### src/rtl/logic_unit_seq.sv
// Multi-cycle bitwise logic unit: AND/OR/XOR/NOR of two operands, SLICE bits per
// cycle LSB first, with valid/ready handshakes on both sides and a registered zero flag.
module logic_unit_seq #(
  parameter int WIDTH = 32,
  parameter int SLICE = 8
) (
  input  logic             clk,
  input  logic             reset,
  input  logic             in_valid,
  output logic             in_ready,
  input  logic [1:0]       op,
  input  logic [WIDTH-1:0] a,
  input  logic [WIDTH-1:0] b,
  output logic             out_valid,
  input  logic             out_ready,
  output logic [WIDTH-1:0] result,
  output logic             zero
);

  // WIDTH must be a multiple of SLICE.
  localparam int N  = WIDTH / SLICE;
  localparam int CW = (N > 1) ? $clog2(N) : 1;
  localparam logic [CW-1:0] LAST = CW'(N - 1);

  typedef enum logic [1:0] {
    IDLE = 2'd0,
    RUN  = 2'd1,
    DONE = 2'd2
  } state_t;

  state_t           state_reg, state_next;
  logic [CW-1:0]    cnt_reg, cnt_next;
  logic [1:0]       op_reg;
  logic [WIDTH-1:0] a_reg, b_reg;
  logic [WIDTH-1:0] result_reg, result_next;
  logic             zero_reg, zero_next;
  logic             accept;
  logic             run;

  function automatic logic [SLICE-1:0] slice_fn(input logic [1:0] o,
                                                input logic [SLICE-1:0] x,
                                                input logic [SLICE-1:0] y);
    logic [SLICE-1:0] r;
    case (o)
      2'b00:   r = x & y;
      2'b01:   r = x | y;
      2'b10:   r = x ^ y;
      default: r = ~(x | y);
    endcase
    return r;
  endfunction

  assign accept    = in_valid && (state_reg == IDLE);
  assign run       = (state_reg == RUN);
  assign in_ready  = (state_reg == IDLE);
  assign out_valid = (state_reg == DONE);
  assign result    = result_reg;
  assign zero      = zero_reg;

  // Each slice of the result is cleared on accept and written only on its own RUN cycle.
  generate
    for (genvar gi = 0; gi < N; gi++) begin : g_slice
      logic [SLICE-1:0] slice_val;
      assign slice_val = slice_fn(op_reg, a_reg[gi*SLICE +: SLICE], b_reg[gi*SLICE +: SLICE]);
      assign result_next[gi*SLICE +: SLICE] =
          accept                         ? '0 :
          (run && cnt_reg == CW'(gi))    ? slice_val :
                                           result_reg[gi*SLICE +: SLICE];
    end
  endgenerate

  always_comb begin
    state_next = state_reg;
    cnt_next   = cnt_reg;
    zero_next  = zero_reg;
    case (state_reg)
      IDLE: begin
        if (accept) begin
          cnt_next   = '0;
          state_next = RUN;
        end
      end
      RUN: begin
        cnt_next = cnt_reg + 1'b1;
        if (cnt_reg == LAST) begin
          // result_next already holds the final slice here.
          zero_next  = (result_next == '0);
          state_next = DONE;
        end
      end
      DONE: begin
        if (out_ready) state_next = IDLE;
      end
      default: state_next = IDLE;
    endcase
  end

  always_ff @(posedge clk) begin
    if (reset) begin
      state_reg  <= IDLE;
      cnt_reg    <= '0;
      op_reg     <= '0;
      a_reg      <= '0;
      b_reg      <= '0;
      result_reg <= '0;
      zero_reg   <= 1'b0;
    end else begin
      state_reg  <= state_next;
      cnt_reg    <= cnt_next;
      result_reg <= result_next;
      zero_reg   <= zero_next;
      if (accept) begin
        op_reg <= op;
        a_reg  <= a;
        b_reg  <= b;
      end
    end
  end

endmodule

### config.mk
export PLATFORM = sky130hd
export DESIGN_NAME = logic_unit_seq
export DESIGN_NICKNAME = d
export VERILOG_FILES = /design/src/rtl/logic_unit_seq.sv
export SDC_FILE = /design/constraint.sdc
export NUM_CORES = 1
export LEC_CHECK = 0
export BUFFER_PORTS_ARGS = -buffer_cell sky130_fd_sc_hd__buf_2
export CAP_MARGIN = 20
export CORE_UTILIZATION = 58
export DETAILED_ROUTE_END_ITERATION = 10
export HOLD_SLACK_MARGIN = 0.03
export PLACE_DENSITY = 0.78
export SYNTH_ARGS = -nofsm -noshare
export SYNTH_HDL_FRONTEND = slang
export SYNTH_SLANG_ARGS = --single-unit
### constraint.sdc
create_clock -name clk -period 6.15 [get_ports clk]
set_clock_uncertainty 0.2 [all_clocks]
set_input_delay 0.9225 -clock clk [delete_from_list [all_inputs] [get_ports clk]]
set_output_delay 0.9225 -clock clk [all_outputs]
set_load 0.05 [all_outputs]
==> flow_metrics.py <==
metrics = {
    "timing": {
        "period_needed_ns": 3.28,
        "timing.hold.ws_ns": 0.276,
        "drv_slew": 0,
        "max_freq_mhz": 305,
        "fin_setup_tns_ns": 0,
        "setup_viol": 0,
        "tightest_slew_ns": 0.961,
        "fin_crit_sh_pct": 53.3,
        "worst_slack_ns": 2.87,
        "hold_viol_final": 0,
        "slew_headroom_pct": 35.9,
        "rsz0062_at_grt": "false",
    },
    "critical_path": {
        "endpoint": "zero",
        "rr_endpoint": "zero",
        "worstPathRequired_ns": 6.26,
        "critPathLaunch": "state_reg[0]",
        "cp_max_fo": 27,
        "rrSetupSlack_ns": 2.87,
        "start_kind": "register",
        "worstSetupPathType": "register to register",
        "crit_chain": "nor2b_4 -> nand2_2 -> a221oi_1 -> o211ai_1 -> a2111oi_2 -> nand4_1 -> o31ai_2",
        "critPathCaptureType": "register",
        "rr_startpoint": "state_reg[0]",
        "ff2ff_path_depth": 7,
        "worst_path_max_delay_cell": "dfxtp_1",
        "cpPeakStageDelay_ns": 0.96,
        "critPathArrivalTime_ns": 3.39,
    },
    "floorplan": {
        "fp.dieH_um": 104,
        "placementRows": 36,
        "initial_core_util_pct": 60.8,
        "die_w_um": 104,
        "boundaryPins": 105,
        "core_mm2": 0.00991,
        "dieArea_mm2": 0.0108,
    },
    "finish": {
        "n_antenna_cell": 0,
        "finish.instance_area_mm2": 0.00677,
        "nets": 1003,
        "fill_cells": 871,
        "drive_gt1_share_pct": 15.6,
        "syn2layout_area_growth_pct": 12.4,
        "final_cells": 1003,
        "final_core_util_pct": 68.3,
    },
    "power_and_ir_drop": {
        "power.density_mw_per_mm2": 209,
        "p_total_mw": 1.42,
        "leakage_nw": 2.93,
        "ir_drop_v": 0.000217,
    },
    "synthesis": {
        "synth_cell_types": 55,
        "seq_area_frac_synth_pct": 34.2,
        "avgSynthCellArea_um2": 7.60,
        "syn_nets": 930,
        "syn_area_mm2": 0.00602,
        "synthFlopType": "dfxtp_1",
        "syn_inst": 792,
        "yosys_warnings": 0,
        "synth-edff-count": 0,
        "async_reset_ff_share_pct": 0,
        "ys_ff_latch": 103,
    },
    "clocking": {
        "cts.clk_slew.worst_paths_ns": 0.09,
        "htreeDepth": 3,
        "insertion_delay_ns": 0.38,
        "root_buffer": "clkbuf_8",
        "cts_resized": 0,
        "cts.sinks": 103,
        "postCtsSetupBuffers": 0,
        "ctsHoldBuffers": 0,
        "cts_tree": "done",
        "clock_path_buffers": 2,
        "numCtsBuffers": 9,
    },
    "route": {
        "via_per_inst": 5.48,
        "drt-wirelength-per-cell_um": 14.2,
        "drt-initial-drc-count": 284,
        "route.detailed.drc": 0,
        "first_pass_iters": 5,
        "wirelength_um": 14300,
        "vias": 5494,
        "ant_nets": 0,
    },
    "global_routing": {
        "grt_max_degree": 64,
        "track_usage_pct": 27.3,
        "antenna_found_initial": 0,
        "grt_pass1_vias": 5092,
        "grt_pass1_wl_um": 23800,
        "grt-ovfl-total": 0,
    },
    "placement": {
        "postPlaceCellArea_mm2": 0.00654,
        "io_buffer_count": 104,
        "post-place-cells": 986,
        "place_worst_setup_slack_ns": 2.97,
        "gp_congestion": 0.863,
        "place_hpwl_um": 10300,
    },
    "run": {
        "drv_cap": 0,
    },
    "worst_hold_path": {
        "hold_path.class": "register to register",
    },
    "outcome": {
        "status": "finished, final reports clean",
    },
}
## cell type report
class / count / area (um^2) / area share [%]
clock buffer: 14 / 173 / 2.55
inverter: 73 / 274 / 4.05
timing repair buffer: 111 / 589 / 8.71
multi-input combinational: 567 / 3460 / 51.2
tap: 133 / 166 / 2.46
clock inverter: 2 / 37.5 / 0.555
sequential: 103 / 2060 / 30.5
## cells in the final DEF, fill, tap and decap left out, drive strengths merged, types with 4 or more instances in the layout
cell,n
nand2,164
buf,111
dfxtp,103
a21oi,95
inv,73
ha,68
nor2,63
o21ai,35
nor2b,30
mux2i,16
clkbuf,14
a211oi,13
o31ai,9
nand2b,6
a21o,5
a22oi,5
mux2,5
o22ai,4
nor3,4
o2111ai,4
## synth_stat cells, drive strengths merged, types with 4 or more instances
cell / instances / area (um^2)
nand2: 164 / 618
dfxtp: 103 / 2060
a21oi: 95 / 475
inv: 73 / 274
ha: 68 / 851
nor2: 63 / 236
o21ai: 35 / 175
nor2b: 30 / 195
clkbuf: 27 / 101
buf: 22 / 126
mux2i: 16 / 160
a211oi: 13 / 97.6
o31ai: 9 / 72.6
nand2b: 6 / 37.5
a21o: 5 / 37.5
a22oi: 5 / 37.5
mux2: 5 / 56.3
nor3: 4 / 20.0
o2111ai: 4 / 35.0
o22ai: 4 / 25.0
## logic make-up after synthesis
| kind of cell | after synthesis | synth area share (%) |
|---|---|---|
| AND/OR/NAND/NOR | 287 | 20.8 |
| AO/OA/AOI/OAI | 191 | 18.9 |
| buffers and inverters | 122 | 8.33 |
| flip-flops | 103 | 34.2 |
| adder cells (fa/ha/maj) | 68 | 14.1 |
| multiplexers | 21 | 3.60 |
## worst min-delay path by stage
stage,startpoint,endpoint,depth (start not counted)
2_1_floorplan,b_reg[0],b_reg[0],2
3_3_place_gp,b_reg[10],b_reg[10],2
3_5_place_dp,a_reg[15],a_reg[15],2
4_1_cts,a_reg[15],a_reg[15],2
5_1_grt,a_reg[15],a_reg[15],2
6_report,a_reg[15],a_reg[15],2
## worst max-delay path: cells and delay by family, from the launching register on
family / cells / cell delay (ns)
flops: 1 / 0.96
simple gates: 3 / 0.77
compound gates: 4 / 1.25
## power by group
group          total (mW)  leakage (nW)  internal, mW  switching (mW)
sequential          0.727         0.841         0.695          0.0319
combinational       0.235          1.99        0.0942           0.140
clock               0.455         0.103         0.222           0.233
total                1.42          2.93          1.01           0.405
## routing by layer
layer	wire [um]	part of all wire, %	track usage, %	vias to the layer above
met1	6270	44	34.0	2562
li1	-	-	-	2773
met2	7070	50	48.0	142
met3	713	5.0	5.08	17
met5	0	0	0	-
met4	189	1.3	7.45	0
Power figures use the tool's default switching activity.
